## src/rtl/gamma_pkg.sv

```systemverilog
// Shared definitions for the multi-channel gamma generator: combine modes,
// default feedback mask and the Galois LFSR step function.
package gamma_pkg;

  typedef enum logic [1:0] {
    GM_XOR    = 2'b00,
    GM_ADD    = 2'b01,
    GM_SUB    = 2'b10,
    GM_BYPASS = 2'b11
  } gm_mode_e;

  localparam int unsigned LFSR_MAX_W = 64;
  localparam logic [7:0]  DEFAULT_TAPS = 8'hB8;

  // Callers zero-extend narrower states; zero upper bits keep the shift exact.
  function automatic logic [LFSR_MAX_W-1:0] lfsr_step(
    input logic [LFSR_MAX_W-1:0] s,
    input logic [LFSR_MAX_W-1:0] taps
  );
    return (s >> 1) ^ (s[0] ? taps : '0);
  endfunction

endpackage

```

## src/rtl/gamma_lfsr.sv

```systemverilog
// One gamma channel: Galois LFSR state plus a flag recording whether it has
// ever been seeded. A load takes priority over an advance in the same cycle.
module gamma_lfsr
  import gamma_pkg::*;
#(
  parameter int unsigned     WIDTH = 8,
  parameter logic [WIDTH-1:0] TAPS  = WIDTH'(DEFAULT_TAPS)
) (
  input  logic             clk,
  input  logic             rst,
  input  logic             load,
  input  logic [WIDTH-1:0] seed,
  input  logic             advance,
  output logic [WIDTH-1:0] state,
  output logic             seeded
);

  logic [WIDTH-1:0] state_next;
  logic [WIDTH-1:0] seed_safe;

  always_comb begin
    state_next = WIDTH'(lfsr_step(LFSR_MAX_W'(state), LFSR_MAX_W'(TAPS)));
    // An all-zero state would lock the LFSR, so a zero seed becomes all-ones.
    seed_safe  = (seed == '0) ? '1 : seed;
  end

  always_ff @(posedge clk or posedge rst) begin
    if (rst) begin
      state  <= '0;
      seeded <= 1'b0;
    end else if (load) begin
      state  <= seed_safe;
      seeded <= 1'b1;
    end else if (advance && seeded) begin
      state  <= state_next;
    end
  end

endmodule

```

## src/rtl/gen_gamma_stream.sv

```systemverilog
// Multi-channel gamma combiner: per-channel LFSRs, channel mux, XOR/add/sub/
// bypass combiner and a registered valid/ready output stage.
module gen_gamma_stream
  import gamma_pkg::*;
#(
  parameter int unsigned      WIDTH    = 8,
  parameter int unsigned      CHANNELS = 4,
  parameter logic [WIDTH-1:0] TAPS     = WIDTH'(DEFAULT_TAPS),
  localparam int unsigned     CH_W     = (CHANNELS > 1) ? $clog2(CHANNELS) : 1
) (
  input  logic                clk,
  input  logic                rst,
  input  logic                seed_we,
  input  logic [CH_W-1:0]     seed_ch,
  input  logic [WIDTH-1:0]    seed,
  input  logic                in_valid,
  output logic                in_ready,
  input  logic [CH_W-1:0]     in_ch,
  input  logic [1:0]          in_mode,
  input  logic [WIDTH-1:0]    in_data,
  output logic                out_valid,
  input  logic                out_ready,
  output logic [CH_W-1:0]     out_ch,
  output logic [WIDTH-1:0]    out_data,
  output logic                out_carry,
  output logic                out_err,
  output logic [CHANNELS-1:0] seeded
);

  logic [WIDTH-1:0]    states [CHANNELS];
  logic [CHANNELS-1:0] load;
  logic [CHANNELS-1:0] advance;

  logic                accept;
  logic                in_range;
  logic                sel_seeded;
  logic [WIDTH-1:0]    gamma;
  gm_mode_e            mode;
  logic [WIDTH-1:0]    res_data;
  logic                res_carry;
  logic                res_err;
  logic                do_step;
  logic [WIDTH:0]      sum;
  logic [WIDTH:0]      diff;

  assign in_ready = !out_valid || out_ready;
  assign accept   = in_valid && in_ready;
  assign mode     = gm_mode_e'(in_mode);
  assign in_range = int'(in_ch) < int'(CHANNELS);

  // Channel mux reads the pre-update state, so a same-cycle seed is not seen.
  always_comb begin
    gamma      = '0;
    sel_seeded = 1'b0;
    for (int unsigned i = 0; i < CHANNELS; i++) begin
      if (in_ch == CH_W'(i)) begin
        gamma      = states[i];
        sel_seeded = seeded[i];
      end
    end
  end

  always_comb begin
    sum       = {1'b0, in_data} + {1'b0, gamma};
    diff      = {1'b0, in_data} - {1'b0, gamma};
    res_data  = in_data;
    res_carry = 1'b0;
    res_err   = 1'b0;
    do_step   = 1'b0;
    if (!in_range || !sel_seeded) begin
      res_err = 1'b1;
    end else begin
      unique case (mode)
        GM_XOR: begin
          res_data = in_data ^ gamma;
          do_step  = 1'b1;
        end
        GM_ADD: begin
          {res_carry, res_data} = sum;
          do_step               = 1'b1;
        end
        GM_SUB: begin
          res_data  = diff[WIDTH-1:0];
          res_carry = diff[WIDTH];
          do_step   = 1'b1;
        end
        GM_BYPASS: begin
          res_data = in_data;
        end
      endcase
    end
  end

  always_comb begin
    load    = '0;
    advance = '0;
    for (int unsigned i = 0; i < CHANNELS; i++) begin
      load[i]    = seed_we && (seed_ch == CH_W'(i));
      advance[i] = accept && do_step && (in_ch == CH_W'(i));
    end
  end

  for (genvar gi = 0; gi < CHANNELS; gi++) begin : g_ch
    gamma_lfsr #(
      .WIDTH (WIDTH),
      .TAPS  (TAPS)
    ) u_lfsr (
      .clk     (clk),
      .rst     (rst),
      .load    (load[gi]),
      .seed    (seed),
      .advance (advance[gi]),
      .state   (states[gi]),
      .seeded  (seeded[gi])
    );
  end

  always_ff @(posedge clk or posedge rst) begin
    if (rst) begin
      out_valid <= 1'b0;
      out_ch    <= '0;
      out_data  <= '0;
      out_carry <= 1'b0;
      out_err   <= 1'b0;
    end else if (accept) begin
      out_valid <= 1'b1;
      out_ch    <= in_ch;
      out_data  <= res_data;
      out_carry <= res_carry;
      out_err   <= res_err;
    end else if (out_ready) begin
      out_valid <= 1'b0;
    end
  end

endmodule

```

## config.mk

```make
export PLATFORM = sky130hd
export DESIGN_NAME = gen_gamma_stream
export DESIGN_NICKNAME = d
export VERILOG_FILES = /design/src/rtl/gamma_pkg.sv /design/src/rtl/gamma_lfsr.sv /design/src/rtl/gen_gamma_stream.sv
export SDC_FILE = /design/constraint.sdc
export NUM_CORES = 1
export LEC_CHECK = 0
export ABC_AREA = 1
export CORE_ASPECT_RATIO = 0.5
export CORE_MARGIN = 8
export CORE_UTILIZATION = 55
export CTS_BUF_LIST = sky130_fd_sc_hd__clkbuf_4
export CTS_CLUSTER_DIAMETER = 50
export CTS_CLUSTER_SIZE = 40
export DETAILED_ROUTE_END_ITERATION = 16
export PLACE_DENSITY = 0.79
export SETUP_SLACK_MARGIN = 0.3
export SLEW_MARGIN = 20
export SYNTH_ARGS = -nofsm -noshare
export SYNTH_HDL_FRONTEND = slang
export SYNTH_SLANG_ARGS = --single-unit
```

## constraint.sdc

```tcl
create_clock -name clk -period 3.38 [get_ports clk]
set_clock_uncertainty 0.2 [all_clocks]
set_input_delay 0.676 -clock clk [delete_from_list [all_inputs] [get_ports clk]]
set_output_delay 0.676 -clock clk [all_outputs]
set_load 0.1 [all_outputs]
```

==> results of run 1 <==
logic make-up after synthesis:
logic type / after synthesis
AO/OA/AOI/OAI: 142
buffers and inverters: 103
AND/OR/NAND/NOR: 226
adder cells (fa/ha/maj): 25
flip-flops: 49
cells in the mapped netlist, drive strengths merged (2+ instances only):
cell type    n  area [um2]
o21ai       83       475.5
a21boi       2       15.01
nand4        6       37.54
nand2      149       576.8
nor2        34       156.4
inv         83       311.5
buf          9       86.33
a221oi       4       35.03
o22ai        5       31.28
fa           2       40.04
or2          4       25.02
ha          23       287.8
clkinv       3       11.26
dfrtp       49        1226
a21oi       43       215.2
nor3         3       15.01
nand3       28       140.1
clkbuf       8       30.03
layout make-up:
| class | instances | area (um2) |
|---|---|---|
| fillers | 583 | 2012 |
| clock buffers | 5 | 37.54 |
| clock inverters | 2 | 16.27 |
| flip-flops and latches | 49 | 1226 |
| inverters | 86 | 322.8 |
| repair buffers | 88 | 733.2 |
| well taps | 92 | 115.1 |
| multi-input cells | 393 | 2211 |
flip-flops by register name, summed over array words and instances, names as in the netlist:
signal	cells
g_ch.u_lfsr.seeded	4
g_ch.u_lfsr.state	32
out_data	8
out_err	1
out_carry	1
out_valid	1
out_ch	2
per-stage QoR:
step           hold WS (ns)  utilization [%]  cells  power (mW)  worst slack [ns]
2_1_floorplan        0.2550                -    545       1.838            0.3774
3_3_place_gp         0.2637            67.59    706       2.266           -0.2469
3_5_place_dp         0.2671            67.59    706       2.293           -0.3164
4_1_cts              0.3017            68.52    713       2.582            0.3995
5_1_grt              0.3213            69.85    715       2.847            0.4005
6_report             0.3018            69.85    715       2.653            0.6038
report_power, final:
group	switching, mW	total [mW]	internal, mW
clock	0.211	0.290	0.0788
sequential	0.136	0.886	0.750
combinational	0.934	1.48	0.543
critical path, cell delays in order:
cell and delay, ns:
clkbuf_2 0.13, buf_4 0.17, nor2_8 0.14, buf_4 0.15, a21oi_1 0.10, a21oi_2 0.13
inv_1 0.06, ha_2 0.40, inv_1 0.10, a21oi_1 0.17, nand2_2 0.09, nand2_1 0.07
nand2_2 0.07, a21oi_1 0.14, o21ai_0 0.09, nand2_1 0.08, nand3_1 0.07, nand2_1 0.06
what timing repair did:
item                                    4_1_cts  5_1_grt
pin swaps                                     0        3
endpoints found under the setup margin        6        5
setup buffers                                 0        2
hold endpoints to repair                      0        0
gates resized for setup                       5       24
final timing paths:
path                                                       end  slack [ns]  depth (start not counted)
setup / recovery                         out_carry$_DFFE_PP0P_        0.60                         18
hold / removal                           out_carry$_DFFE_PP0P_        0.30                          2
setup reg to reg                         out_carry$_DFFE_PP0P_        0.70                         15
hold reg to reg                          out_carry$_DFFE_PP0P_        0.30                          2
min in group asynchronous  g_ch[2].u_lfsr.state[1]$_DFFE_PP0P_        0.44                          2
max in group asynchronous              out_data[6]$_DFFE_PP0P_        1.99                          3
layer usage:
layer | vias up | GRT usage, % | routed length (um)
met1 | 1821 | 29.84 | 5177
met4 | 0 | 5.672 | 151
li1 | 1916 | - | -
met3 | 17 | 4.594 | 726
met2 | 131 | 37.33 | 4837
met5 | - | 0 | 0
==> results.sh, run 1 <==
export IMPL_die_area_um2=9956
export IMPL_end_kind="flip-flop"
export IMPL_synth_edf_count=0
export IMPL_overflow=0
export IMPL_powerDensity_nw_per_um2=569.0
export IMPL_r2r_start="g_ch[0].u_lfsr.state[0]$_DFFE_PP0P_"
export IMPL_tightestPinTransition_ns=0.6215
export IMPL_drtIter0Drc=338
export IMPL_cts_htree_levels=2
export IMPL_synth_area_per_cell_um2=6.947
export IMPL_drcViolationCount=0
export IMPL_port_buffers=44
export IMPL_yosysWarnings=0
export IMPL_finalSetupViolations=0
export IMPL_cts_buffers=5
export IMPL_vias=3885
export IMPL_period_minus_slack_ns=2.776
export IMPL_fmax_mhz=360.2
export IMPL_clockBufferDepth=2
export IMPL_synth_adder_area_share_pct=8.658
export IMPL_yosysUniqueCellTypes=34
export IMPL_rsz0062_at_grt="false"
export IMPL_ir_drop_v=0.0002930
export IMPL_arrival_ns=2.91
export IMPL_antenna_found_initial=0
export IMPL_nets=675
export IMPL_cts_num_sinks=49
export IMPL_async_flop_share_pct=100.0
export IMPL_drive_above_1_share_pct=19.74
export IMPL_total_leakage_power_nw=2.371
export IMPL_post_drt_wl_per_cell_um=15.23
export IMPL_place_area_um2=4511
export IMPL_critPathKind="input pin to flip-flop"
export IMPL_totalWireLength_um=10890
export IMPL_hold_viol_final=0
export IMPL_synth_cells=545
export IMPL_synth_top_family_by_area="simple AND/OR/NAND/NOR gates"
export IMPL_rows=21
export IMPL_path_clk_slew_ns=0.15
export IMPL_core_um2=6674
export IMPL_synth_area_um2=3786
export IMPL_ant_nets=0
export IMPL_critPathLaunch="in_ch[0]"
export IMPL_synthToLayoutAreaGrowth_pct=23.13
export IMPL_grt_pass1_wl_um=17790
export IMPL_root_buffer="clkbuf_4"
export IMPL_startpoint_type="input pin"
export IMPL_synth_nets=597
export IMPL_status="finished, final reports clean"
export IMPL_synth_xor_area_share_pct=0
export IMPL_hp_start="out_carry$_DFFE_PP0P_"
export IMPL_final_max_slew_viol_count=0
export IMPL_final_cell_mix="nand2_1, inv_1, o21ai_0"
export IMPL_avgViaCountPerCell=5.434
export IMPL_drv_cap=0
export IMPL_layout_commonest_cell="nand2_1"
export IMPL_synth_main_ff_cell="dfrtp_1"
export IMPL_fin_crit_sh_pct=82.14
export IMPL_initial_core_util_pct=56.73
export IMPL_clock_latency_ns=0.39
export IMPL_cts_tree="yes"
export IMPL_required_ns=3.51
export IMPL_ys_seq_elements=49
export IMPL_tns_ns=0
export IMPL_synthMuxAreaShare_pct=0
export IMPL_hpwl_um=8455
export IMPL_io_pins=45
export IMPL_die_h_um=74.67
export IMPL_synth_compound_area_share_pct=21.88
export IMPL_yosysSeqAreaShare_pct=32.39
export IMPL_diodes=0
export IMPL_final_cell_area_um2=4662
export IMPL_timing_slew_headroom_pct=58.45
export IMPL_grt_max_degree=26
export IMPL_die_w_um=133.3
export IMPL_grt_pass1_vias=3559
export IMPL_grt_usage_pct=22.50
export IMPL_cp_max_fo=7
export IMPL_hold_buffers=0
export IMPL_gp_congestion=0.9764
export IMPL_hp_class="flip-flop to flip-flop"
export IMPL_yosys_area_share_simple_pct=25.48
export IMPL_first_pass_iters=4
No activity file was read; power rests on OpenSTA's default activity.
==> inputs of run 2 (changes only) <==
- CORE_UTILIZATION: 55 -> 53
- clock period: 3.38 -> 2.52 ns (I/O delays scaled with it)
==> run 2 against run 1 <==
  * The flow now finishes with violations (setup timing)
  * Sequential share of layout area shrank 3.3 points
  * Hold slack lost 0.12 ns
  * First-iteration DRC count grew 75%
  * Non-clock buffer count grew 47
  * Critical path depth is the same
  * Count of clock-buffer cells in the layout is the same
  * Clock power grew 51%
  * Combinational power grew 67%
  * Critical path type unchanged
  * Largest cell class unchanged
  * Largest power group unchanged
==> results.sh, run 2 (synthesized netlist as in run 1, its figures left out) <==
export IMPL_path_buf_inv=6
export IMPL_cp_cell_sequence="buf_6 -> buf_12 -> inv_12 -> nor2_4 -> a221oi_2 -> a21oi_2 -> a21oi_2 -> inv_1 -> ha_4 -> inv_1 -> a21oi_1 -> nand2_2 -> buf_4 -> a21oi_1 -> o21ai_1 -> nand3_1 -> o211ai_1 -> nand3_1"
export IMPL_initial_core_util_pct=55.64
export IMPL_layout_commonest_cell="nand2_1"
export IMPL_post_drt_wl_per_cell_um=17.17
export IMPL_grt_max_degree=24
export IMPL_drive_above_1_share_pct=32.94
export IMPL_place_inst=736
export IMPL_total_leakage_power_nw=2.650
export IMPL_largest_register="g_ch.u_lfsr.state"
export IMPL_grt_pass1_vias=4106
export IMPL_startpoint_type="input pin"
export IMPL_first_pass_iters=7
export IMPL_violations="setup timing"
export IMPL_tightestPinTransition_ns=0.4821
export IMPL_gp_congestion=1.028
export IMPL_end_kind="flip-flop"
export IMPL_drcViolationCount=0
export IMPL_grt_usage_pct=24.88
export IMPL_finalNonFillerCells=763
export IMPL_p_total_mw=4.099
export IMPL_rsz0062_at_grt="true"
export IMPL_cpPeakStageDelay_ns=0.30
export IMPL_clkPwrFrac_pct=10.7
export IMPL_hpwl_um=9020
export IMPL_reg_largest_list="g_ch.u_lfsr.state (32), out_data (8), g_ch.u_lfsr.seeded (4)"
export IMPL_comb_power_share_pct=60.4
export IMPL_ant_nets=0
export IMPL_largest_reg_flops=32
export IMPL_r2r_start="g_ch[0].u_lfsr.state[3]$_DFFE_PP0P_"
export IMPL_rrSetupSlack_ns=-0.05
export IMPL_io_pins=45
export IMPL_final_core_util_pct=78.45
export IMPL_cp_top_family="compound AO/OA/AOI/OAI gates"
export IMPL_overflow=0
export IMPL_critPathKind="input pin to flip-flop"
export IMPL_timing_final_ws_setup_ns=-0.07389
export IMPL_cts_htree_levels=2
export IMPL_swShare_pct=48.26
export IMPL_fmax_mhz=385.5
export IMPL_final_max_slew_viol_count=0
export IMPL_diodes=0
export IMPL_p_int_mw=2.121
export IMPL_clock_latency_ns=0.40
export IMPL_status="complete, but fails checks"
export IMPL_pre_cts_ws_ns=-0.9652
export IMPL_nets=722
export IMPL_antenna_found_initial=0
export IMPL_drv_cap=0
export IMPL_drtIter0Drc=590
export IMPL_hold_viol_final=0
export IMPL_timing_slew_headroom_pct=67.61
export IMPL_totalWireLength_um=13100
export IMPL_finalSetupViolations=3
export IMPL_rr_worst_depth=14
export IMPL_cp_max_fo=8
export IMPL_grt_pass1_wl_um=20010
export IMPL_p_switching_mw=1.978
export IMPL_arrival_ns=2.75
export IMPL_path_clk_slew_ns=0.18
export IMPL_clockBufferDepth=2
export IMPL_root_buffer="clkbuf_4"
export IMPL_hp_class="input pin to asynchronous set/reset pin"
export IMPL_vias=4431
export IMPL_fin_crit_sh_pct=102.9
export IMPL_cts_num_sinks=49
export IMPL_hold_slack_ns=0.1838
export IMPL_die_h_um=75.77
export IMPL_avgViaCountPerCell=5.807
export IMPL_port_buffers=44
export IMPL_die_area_um2=10270
export IMPL_rows=21
export IMPL_cts_buffers=5
export IMPL_die_w_um=135.5
export IMPL_cpMaxStageDelayCell="ha_4"
export IMPL_seqPwrFrac_pct=28.9
export IMPL_core_um2=6805
export IMPL_r2r_end="out_data[4]$_DFFE_PP0P_"
export IMPL_ir_drop_v=0.0005242
export IMPL_final_cell_mix="nand2_1, buf_4, inv_1"
export IMPL_required_ns=2.67
export IMPL_hold_buffers=0
export IMPL_synthToLayoutAreaGrowth_pct=41.01
export IMPL_period_minus_slack_ns=2.594
export IMPL_powerDensity_nw_per_um2=767.8
export IMPL_cts_tree="yes"
==> run 2: changes by cell type in the layout (fill, tap and decap cells not counted), moves of 4 or more <==
cell / before / now
buf_4: 60 / 100
a21oi_2: 4 / 17
ha_1: 19 / 15
nand2_1: 139 / 132
buf_6: 0 / 6
ha_4: 2 / 6
o21ai_0: 61 / 55
nand2_2: 9 / 14
inv_1: 78 / 72
inv_2: 5 / 9
a21oi_1: 39 / 26
==> run 2: metal layers <==
| metal | vias to the layer above | routed length (um) | track usage [%] |
|---|---|---|---|
| met2 | 314 | 5781 | 42.51 |
| met1 | 2033 | 5475 | 30.89 |
| met3 | 68 | 1288 | 5.461 |
| li1 | 2016 | - | - |
| met4 | 0 | 556 | 8.902 |
| met5 | - | 0 | 0 |
==> run 2: area by class of cell <==
type	instances	area, um2
Tap cell	92	115.1
Clock inverter	3	28.78
Multi-Input combinational cell	393	2430
Fill cell	464	1466
Clock buffer	5	37.54
Timing Repair Buffer	135	1154
Inverter	86	345.3
Sequential cell	49	1229
==> run 2: stage by stage <==
step,area [um2],setup TNS (ns)
floorplan,3896,-0.05731
global placement,4862,-12.14
detailed placement,4862,-13.39
CTS,5186,0
global route,5339,-0.7272
finish,5339,-0.1424
==> run 2: timing repair <==
item,in CTS,in global routing
endpoints found under the setup margin,41,9
hold endpoints to repair,0,0
buffers inserted,12,7
resized for setup,56,24
pin swaps,27,9
gates cloned,0,0
==> run 2: how the worst max path moves through the flow <==
| stage | from | end | slack [ns] | depth (start not counted) |
|---|---|---|---|---|
| final | in_ch[0] | out_data[4]$_DFFE_PP0P_ | -0.07 | 18 |
| after global routing | g_ch[0].u_lfsr.state[1]$_DFFE_PP0P_ | out_data[4]$_DFFE_PP0P_ | -0.20 | 14 |
| after floorplan | in_ch[0] | out_data[7]$_DFFE_PP0P_ | -0.02 | 18 |
| after global placement | in_ch[1] | out_carry$_DFFE_PP0P_ | -0.92 | 18 |
| after detailed placement | in_ch[0] | out_carry$_DFFE_PP0P_ | -0.97 | 19 |
| after CTS | g_ch[0].u_lfsr.state[1]$_DFFE_PP0P_ | out_carry$_DFFE_PP0P_ | 0.006 | 15 |
==> run 2: power by group through the flow <==
stage	Clock, mW	Sequential (mW)	Combinational [mW]
4_1_cts	0.434	1.18	2.26
3_5_place_dp	0	1.18	2.08
6_report	0.439	1.19	2.47
5_1_grt	0.473	1.20	2.66
2_1_floorplan	0	1.46	1.07
3_3_place_gp	0	1.18	2.04
==> inputs of run 3 (changes only) <==
- CELL_PAD_IN_SITES_DETAIL_PLACEMENT: unset -> 1
- CELL_PAD_IN_SITES_GLOBAL_PLACEMENT: unset -> 2
- CORE_UTILIZATION: 53 -> 29
- PLACE_DENSITY: 0.79 -> unset
- PLACE_DENSITY_LB_ADDON: unset -> 0.1
==> run 3 against run 2 <==
  * The flow still finishes with violations (setup timing)
  * Sequential share of layout area is 0.92 points lower
  * Hold slack better by 0.047 ns
  * Sequential power hardly changed
  * Global-route usage is 7.9 points lower
  * Critical path depth is 2 lower
  * Cell count is 12% higher
  * Largest cell class unchanged
  * Highest routed layer unchanged
==> results.sh, run 3 (synthesized netlist as in run 1, its figures left out) <==
export IMPL_status="complete, but fails checks"
export IMPL_violations="setup timing"
export IMPL_overflow=0
export IMPL_end_kind="flip-flop"
export IMPL_post_drt_wl_per_cell_um=16.67
export IMPL_initial_core_util_pct=29.81
export IMPL_arrival_ns=2.70
export IMPL_fin_crit_sh_pct=103.0
export IMPL_path_buf_inv=3
export IMPL_pre_cts_ws_ns=-1.025
export IMPL_io_pins=45
export IMPL_tightestPinTransition_ns=0.3714
export IMPL_ant_nets=0
export IMPL_cts_num_sinks=49
export IMPL_drv_cap=0
export IMPL_grt_pass1_vias=4371
export IMPL_die_area_um2=17190
export IMPL_grt_usage_pct=16.98
export IMPL_hold_viol_final=0
export IMPL_fmax_mhz=385.2
export IMPL_finalSetupViolations=5
export IMPL_tns_ns=-0.2307
export IMPL_fillers=1625
export IMPL_drtIter0Drc=176
export IMPL_cpMaxStageDelayCell="dfrtp_1"
export IMPL_nets=736
export IMPL_core_um2=12700
export IMPL_largest_register="g_ch.u_lfsr.state"
export IMPL_powerDensity_nw_per_um2=774.5
export IMPL_path_clk_slew_ns=0.20
export IMPL_root_buffer="clkbuf_4"
export IMPL_grt_pass1_wl_um=23250
export IMPL_final_cell_mix="nand2_1, buf_4, inv_1"
export IMPL_die_w_um=177.6
export IMPL_cts_htree_levels=2
export IMPL_startpoint_type="flip-flop"
export IMPL_cts_tree="yes"
export IMPL_clockBufferDepth=2
export IMPL_gp_congestion=0.8949
export IMPL_clock_latency_ns=0.42
export IMPL_p_total_mw=4.303
export IMPL_antenna_found_initial=0
export IMPL_cp_max_fo=3
export IMPL_vias=4022
export IMPL_grt_max_degree=50
export IMPL_reg_largest_list="g_ch.u_lfsr.state (32), out_data (8), g_ch.u_lfsr.seeded (4)"
export IMPL_first_pass_iters=4
export IMPL_avgViaCountPerCell=4.704
export IMPL_timing_final_ws_setup_ns=-0.07597
export IMPL_diodes=0
export IMPL_hpwl_um=11270
export IMPL_hold_buffers=0
export IMPL_place_inst=829
export IMPL_rrSetupSlack_ns=-0.08
export IMPL_total_leakage_power_nw=2.728
export IMPL_totalWireLength_um=14250
export IMPL_hp_class="input pin to asynchronous set/reset pin"
export IMPL_required_ns=2.63
export IMPL_cp_cell_sequence="a221oi_4 -> a21oi_2 -> a21oi_2 -> inv_2 -> buf_6 -> fa_2 -> inv_2 -> nand3_2 -> nand2_2 -> nand2_2 -> nand2_4 -> a21oi_2 -> o21ai_2 -> nand2_1 -> nand3_1 -> nand2_1"
export IMPL_period_minus_slack_ns=2.596
export IMPL_critPathKind="flip-flop to flip-flop"
export IMPL_crit_path_frequent_cell="a21oi_2"
export IMPL_timing_slew_headroom_pct=75.21
export IMPL_synthToLayoutAreaGrowth_pct=46.76
export IMPL_rows=29
export IMPL_final_core_util_pct=43.75
export IMPL_finalNonFillerCells=855
export IMPL_layout_commonest_cell="nand2_1"
export IMPL_cp_top_family="compound AO/OA/AOI/OAI gates"
export IMPL_final_max_slew_viol_count=0
export IMPL_rsz0062_at_grt="true"
export IMPL_port_buffers=44
export IMPL_cpPeakStageDelay_ns=0.47
export IMPL_ir_drop_v=0.0002879
export IMPL_cts_buffers=5
export IMPL_die_h_um=96.80
export IMPL_largest_reg_flops=32
export IMPL_drive_above_1_share_pct=34.16
export IMPL_drcViolationCount=0
## run 3: where the power goes
group / switching (mW) / total [mW] / internal (mW)
Combinational: 1.50 / 2.60 / 1.10
Clock: 0.315 / 0.526 / 0.210
Sequential: 0.169 / 1.17 / 1.01
Total: 1.98 / 4.30 / 2.32
## run 3: final cells by class
class,instances,area [um2],share of cell area (%)
Clock buffer,5,37.54,0.6755
Clock inverter,3,46.29,0.8331
Inverter,86,337.8,6.080
Multi-Input combinational cell,393,2446,44.02
Sequential cell,49,1227,22.09
Tap cell,170,212.7,3.828
Timing Repair Buffer,149,1249,22.47
## run 3: per-layer routing
| layer | global-route usage, % | part of all wire (%) | up-vias |
|---|---|---|---|
| li1 | - | - | 2042 |
| met1 | 22.42 | 50 | 1903 |
| met2 | 27.60 | 45 | 59 |
| met3 | 3.258 | 3.6 | 18 |
| met4 | 4.968 | 1.7 | 0 |
| met5 | 0 | 0 | - |
## run 3: path summary, 6_finish.rpt
kind                                                      from                                  end  cells past startpoint
setup / recovery           g_ch[0].u_lfsr.state[1]$_DFFE_PP0P_                out_carry$_DFFE_PP0P_                     16
hold / removal                                             rst  g_ch[3].u_lfsr.state[7]$_DFFE_PP0P_                      3
setup reg to reg           g_ch[0].u_lfsr.state[1]$_DFFE_PP0P_                out_carry$_DFFE_PP0P_                     16
hold reg to reg            g_ch[2].u_lfsr.state[3]$_DFFE_PP0P_  g_ch[2].u_lfsr.state[3]$_DFFE_PP0P_                      2
max in group asynchronous                                  rst                out_valid$_DFFE_PP0P_                      3
min in group clk           g_ch[2].u_lfsr.state[3]$_DFFE_PP0P_  g_ch[2].u_lfsr.state[3]$_DFFE_PP0P_                      2
## run 3: worst reg2reg max path, cell delays in order, from the launching register on
cell,delay [ns]
dfrtp_1,0.47
a221oi_4,0.32
a21oi_2,0.07
a21oi_2,0.15
inv_2,0.07
buf_6,0.12
fa_2,0.33
inv_2,0.09
nand3_2,0.08
nand2_2,0.09
nand2_2,0.08
nand2_4,0.08
a21oi_2,0.05
o21ai_2,0.12
nand2_1,0.06
nand3_1,0.06
nand2_1,0.05
## run 3: repair_timing
action / in CTS / in global routing
resized for setup: 57 / 22
setup endpoints to repair: 40 / 10
pin swaps: 25 / 20
setup buffers: 15 / 3
## run 3: per-stage QoR
step	hold slack (ns)	area, um2
final	0.2307	5557
after global routing	0.2317	5557
after CTS	0.2225	5446
after detailed placement	0.2714	5060
after global placement	0.2673	5060
after floorplan	0.2550	3896
